--- src/rtl/arb_pkg.sv ---
// Shared definitions for the unified-memory port arbiter.
//   arbState_t : arbiter FSM encoding (IDLE / BUSY / RESP)
//   reqId_t    : requester identity (CPU controller / debug-loader port)
//   ARB_TO_DEFAULT : default memory-latency watchdog limit in cycles
package arb_pkg;

  typedef enum logic [1:0] {
    ARB_IDLE = 2'd0,
    ARB_BUSY = 2'd1,
    ARB_RESP = 2'd2
  } arbState_t;

  typedef enum logic {
    REQ_CPU = 1'b0,
    REQ_DBG = 1'b1
  } reqId_t;

  localparam int ARB_TO_DEFAULT = 15;

endpackage

--- src/rtl/mem_port_arbiter_rr_pick2.sv ---
// Two-way round-robin picker (purely combinational).
// Ports:
//   req0, req1  : pending requests (0 = CPU, 1 = debug)
//   last        : requester that won the most recent contested grant
//   grant_valid : at least one request is pending
//   grant_id    : requester to serve; on a tie the one that is not 'last'
module rr_pick2
  import arb_pkg::*;
(
  input  logic req0,
  input  logic req1,
  input  logic last,
  output logic grant_valid,
  output logic grant_id
);

  always_comb begin
    grant_valid = req0 | req1;
    if (req0 && req1) begin
      grant_id = (last == REQ_DBG) ? REQ_CPU : REQ_DBG;
    end else begin
      grant_id = req1 ? REQ_DBG : REQ_CPU;
    end
  end

endmodule

--- src/rtl/mem_port_arbiter.sv ---
// Arbitrates the single unified instruction/data memory between the CPU
// controller (requester 0) and the debug/loader port (requester 1).
// One access at a time: IDLE -> BUSY (mem_req held) -> RESP (one-cycle ack).
// Ports:
//   clk, rst_n                  : clock, asynchronous active-low reset
//   cpu_req/we/addr/wdata       : CPU request, held until cpu_ack
//   cpu_rdata, cpu_ack          : CPU read data + one-cycle completion pulse
//   cpu_stall                   : cpu_req & ~cpu_ack, freezes the controller
//   dbg_req/we/addr/wdata       : debug request, held until dbg_ack
//   dbg_rdata, dbg_ack          : debug read data + completion pulse
//   mem_req/we/addr/wdata       : registered memory command
//   mem_rdata, mem_ready        : memory response
//   err                         : pulses with the ack when the watchdog fired
module mem_port_arbiter
  import arb_pkg::*;
#(
  parameter int AW = 32,
  parameter int DW = 32,
  parameter int TO = ARB_TO_DEFAULT
) (
  input  logic          clk,
  input  logic          rst_n,
  input  logic          cpu_req,
  input  logic          cpu_we,
  input  logic [AW-1:0] cpu_addr,
  input  logic [DW-1:0] cpu_wdata,
  output logic [DW-1:0] cpu_rdata,
  output logic          cpu_ack,
  output logic          cpu_stall,
  input  logic          dbg_req,
  input  logic          dbg_we,
  input  logic [AW-1:0] dbg_addr,
  input  logic [DW-1:0] dbg_wdata,
  output logic [DW-1:0] dbg_rdata,
  output logic          dbg_ack,
  output logic          mem_req,
  output logic          mem_we,
  output logic [AW-1:0] mem_addr,
  output logic [DW-1:0] mem_wdata,
  input  logic [DW-1:0] mem_rdata,
  input  logic          mem_ready,
  output logic          err
);

  // Final BUSY cycle index before the watchdog forces completion.
  localparam logic [7:0] TIMER_LAST = 8'(TO - 1);

  arbState_t     state;
  reqId_t        last;
  reqId_t        winner;
  logic [7:0]    timer;
  logic          grantValid;
  logic          grantId;
  logic          finish;
  logic [DW-1:0] respData;

  rr_pick2 uPick (
    .req0        (cpu_req),
    .req1        (dbg_req),
    .last        (last),
    .grant_valid (grantValid),
    .grant_id    (grantId)
  );

  assign cpu_stall = cpu_req & ~cpu_ack;

  // A ready in the expiry cycle wins over the watchdog, so only a missing
  // ready produces the zeroed error response.
  assign finish   = mem_ready || (timer == TIMER_LAST);
  assign respData = mem_ready ? mem_rdata : '0;

  always_ff @(posedge clk or negedge rst_n) begin
    if (!rst_n) begin
      state     <= ARB_IDLE;
      last      <= REQ_DBG;
      winner    <= REQ_CPU;
      timer     <= '0;
      mem_req   <= 1'b0;
      mem_we    <= 1'b0;
      mem_addr  <= '0;
      mem_wdata <= '0;
      cpu_ack   <= 1'b0;
      dbg_ack   <= 1'b0;
      cpu_rdata <= '0;
      dbg_rdata <= '0;
      err       <= 1'b0;
    end else begin
      // Acks and err are single-cycle pulses that live only in RESP.
      cpu_ack <= 1'b0;
      dbg_ack <= 1'b0;
      err     <= 1'b0;
      case (state)
        ARB_IDLE: begin
          if (grantValid) begin
            winner <= reqId_t'(grantId);
            if (cpu_req && dbg_req) begin
              last <= reqId_t'(grantId);
            end
            if (grantId == REQ_DBG) begin
              mem_we    <= dbg_we;
              mem_addr  <= dbg_addr;
              mem_wdata <= dbg_wdata;
            end else begin
              mem_we    <= cpu_we;
              mem_addr  <= cpu_addr;
              mem_wdata <= cpu_wdata;
            end
            mem_req <= 1'b1;
            timer   <= '0;
            state   <= ARB_BUSY;
          end
        end
        ARB_BUSY: begin
          if (finish) begin
            mem_req <= 1'b0;
            mem_we  <= 1'b0;
            err     <= ~mem_ready;
            if (winner == REQ_CPU) begin
              cpu_ack   <= 1'b1;
              cpu_rdata <= respData;
            end else begin
              dbg_ack   <= 1'b1;
              dbg_rdata <= respData;
            end
            state <= ARB_RESP;
          end else begin
            timer <= timer + 8'd1;
          end
        end
        ARB_RESP: begin
          state <= ARB_IDLE;
        end
        default: begin
          state <= ARB_IDLE;
        end
      endcase
    end
  end

endmodule

--- config.mk ---
export PLATFORM = sky130hd
export DESIGN_NAME = mem_port_arbiter
export DESIGN_NICKNAME = d
export VERILOG_FILES = /design/src/rtl/arb_pkg.sv /design/src/rtl/mem_port_arbiter_rr_pick2.sv /design/src/rtl/mem_port_arbiter.sv
export SDC_FILE = /design/constraint.sdc
export NUM_CORES = 1
export LEC_CHECK = 0
export BUFFER_PORTS_ARGS = -buffer_cell sky130_fd_sc_hd__buf_4
export CORE_ASPECT_RATIO = 2
export CORE_MARGIN = 5
export CORE_UTILIZATION = 45
export CTS_CLUSTER_DIAMETER = 30
export DETAILED_ROUTE_END_ITERATION = 12
export GPL_TIMING_DRIVEN = 0
export PLACE_DENSITY_LB_ADDON = 0.12
export SKIP_LAST_GASP = 1
export SLEW_MARGIN = 0
export SYNTH_ARGS = -nofsm -noshare
export SYNTH_HDL_FRONTEND = slang
export SYNTH_SLANG_ARGS = --single-unit
--- constraint.sdc ---
create_clock -name clk -period 2.3 [get_ports clk]
set_input_delay 0.23 -clock clk [delete_from_list [all_inputs] [get_ports clk]]
set_output_delay 0.23 -clock clk [all_outputs]
set_load 0.01 [all_outputs]
==> flow_summary.ini <==
[floorplan]
dieArea_um2 = 16300
start_util = 0.459
die_h_um = 176
row_count = 60
ios = 301
dieWidth_um = 92.8
core_area_um2 = 13400

[placement]
place_hpwl_um = 15700
globalplace.congestion = 0.859
io_buffers = 300

[detailed_routing]
wl_per_cell_um = 19.4
drc = 0
viasPerCell = 5.33
initialDrtViolationCount = 142
via_count = 5441
dr.pass1.iters = 5
drt_wl_total_um = 19800
ant_nets = 0

[clock_network]
holdBufCountCts = 1
clk_path_buf_depth = 2
h-tree-depth = 4
cts_resized = 0
cts_sinks = 145
numCtsBuffers = 17
worstSkewPairLatency_ps = 420
postCtsSetupBuffers = 0
cts_root_buf = clkbuf_16
clk_pin_slew_ps = 70
cts_tree = done

[final_layout]
syn_to_final_growth_pct = 50.0
fillers = 1076
drive_gt1_frac = 0.416
multiInputGateArea_um2 = 2330
final_common_cell = buf_4
regArea_um2 = 3630
layout_common_cells = 299 x buf_4, 144 x dfrtp_1, 96 x nand2_1
n_antenna_cell = 0
nets = 1022

[yosys]
avgSynthCellArea_um2 = 11.6
synthCells = 532
ys_seq_area_frac = 0.588
synth_area_um2 = 6170
ys_ff_latch = 145
ys_types = 40
yosysWarningCount = 0
synth_nets = 701

[timing]
max_slew_margin = 0.534
clock.fmax_mhz = 480
finalHoldViolations = 0
fin_skew_ps = 15.8
finalSetupTns_ps = 0
tightest_slew_ps = 696
setup_viol = 0
min_period_over_period = 0.907
grt_setup_unrepaired = no
min_period_ps = 2090
drv_slew = 0
holdWs_ps = 83.1

[pwr]
power.density_nw_per_um2 = 1340
max-vdd-ir-drop_mv = 0.607
power.static_leakage_nw = 4.56

[grt]
gr-total-overflow = 0
grt_max_degree = 92
grt_pass1_wl_um = 30700
grt_pass1_vias = 6086
grtUsageTotal = 0.241
antenna_found_initial = 0

[setup_path]
worstPathArrival_ps = 2360
path_max_fanout = 10
worstSetupPathType = reg -> reg
critPathCaptureType = flip-flop
start_kind = flip-flop
critPathRequiredTime_ps = 2570

[min_path]
worstHoldPathType = in -> reg

[flow_run]
drv_cap = 0

[outcome]
status = completed
[final cells by class]
class / instances / area share
Sequential cell: 145 / 0.392
Multi-Input combinational cell: 339 / 0.251
Timing Repair Buffer: 302 / 0.248
Clock buffer: 17 / 0.0460
Buffer: 42 / 0.0209
Tap cell: 155 / 0.0209
Clock inverter: 15 / 0.0187
Inverter: 6 / 0.00243
[power by group]
| group | switching [mW] | leakage [nW] | internal [mW] | total, mW |
|---|---|---|---|---|
| Combinational | 2.69 | 2.46 | 2.49 | 5.18 |
| Sequential | 0.722 | 1.81 | 3.72 | 4.44 |
| Clock | 1.15 | 0.289 | 1.63 | 2.78 |
[per-stage QoR]
| stage | instance area [µm²] | setup WS, ps | util | instances | power, mW |
|---|---|---|---|---|---|
| final | 9260 | 215 | 0.689 | 1021 | 12.4 |
| after global routing | 9260 | 80.8 | 0.689 | 1021 | 13.2 |
| after CTS | 9260 | 196 | 0.689 | 1021 | 12.6 |
| after detailed placement | 8650 | 210 | 0.644 | 988 | 9.71 |
| after global placement | 8620 | 287 | 0.641 | 987 | 9.51 |
| after floorplan | 6170 | 427 | - | 532 | 6.83 |
[flip-flops by register name, summed over array words and instances (netlist names)]
| name | count |
|---|---|
| mem_wdata | 32 |
| winner | 1 |
| cpu_rdata | 32 |
| dbg_ack | 1 |
| mem_req | 1 |
| mem_we | 1 |
| state | 2 |
| cpu_ack | 1 |
| timer | 8 |
| dbg_rdata | 32 |
| err | 1 |
| mem_addr | 32 |
| last | 1 |
[cells by family after synthesis]
logic type	synth area share
buffers and inverters	0.0351
multiplexers	0.107
XOR/XNOR	0.00284
AO/OA/AOI/OAI	0.179
flip-flops	0.588
AND/OR/NAND/NOR	0.0841
adder cells (fa/ha/maj)	0.00405
[cells in the mapped netlist]
cell type    n  area (µm²)
dfrtp_1    144        3600
nand2_1     96         360
o21ai_0     70         350
mux2i_1     66         661
o2bb2ai_1   48         420
clkbuf_1    21        78.8
buf_2       17        85.1
a32o_1      16         160
nand3_1      7        35.0
inv_1        5        18.8
nor2_1       3        11.3
a21oi_1      2        10.0
a31oi_1      2        12.5
and2_1       2        12.5
buf_1        2        7.51
buf_6        2        22.5
ha_1         2        25.0
nor2b_1      2        12.5
o211ai_1     2        15.0
o211ai_4     2        42.5
o21a_1       2        15.0
a211o_1      1        8.76
a21boi_0     1        7.51
a21boi_1     1        7.51
a2bb2oi_1    1        8.76
and3_1       1        6.26
clkinv_1     1        3.75
dfstp_2      1        26.3
nand2_4      1        11.3
nand2b_1     1        6.26
nor3_1       1        5.00
nor3b_4      1        18.8
nor4_4       1        21.3
o22ai_1      1        6.26
o41a_1       1        11.3
o41ai_4      1        27.5
or3b_4       1        11.3
or4_1        1        7.51
xnor2_1      1        8.76
xor2_1       1        8.76
[critical path: stages (launching register included)]
cell,delay [ps]
dfrtp_1,420
inv_1,80
ha_1,130
or3b_4,410
nor4_4,350
o211ai_4,170
buf_2,230
o2bb2ai_1,150
[metal layers]
layer	share of wire	routed length [µm]	GRT usage	up-vias
met1	0.33	6560	0.237	2593
met4	0.032	629	0.0985	0
met3	0.079	1570	0.0712	40
met2	0.56	11000	0.458	245
met5	0	0	0	-
li1	-	-	-	2563
[final timing paths]
check	from	end	slack [ps]	cells past startpoint
hold reg to reg	mem_wdata[8]	mem_wdata[8]	480	2
setup reg to reg	timer[0]	cpu_rdata[18]	210	7
hold / removal	mem_rdata[7]	dbg_rdata[7]	80	2
min in group asynchronous	rst_n	cpu_rdata[11]	330	2
setup / recovery	timer[0]	cpu_rdata[18]	210	7
max in group asynchronous	rst_n	last	1140	3
Note: power is estimated with default switching activity, not from simulation.
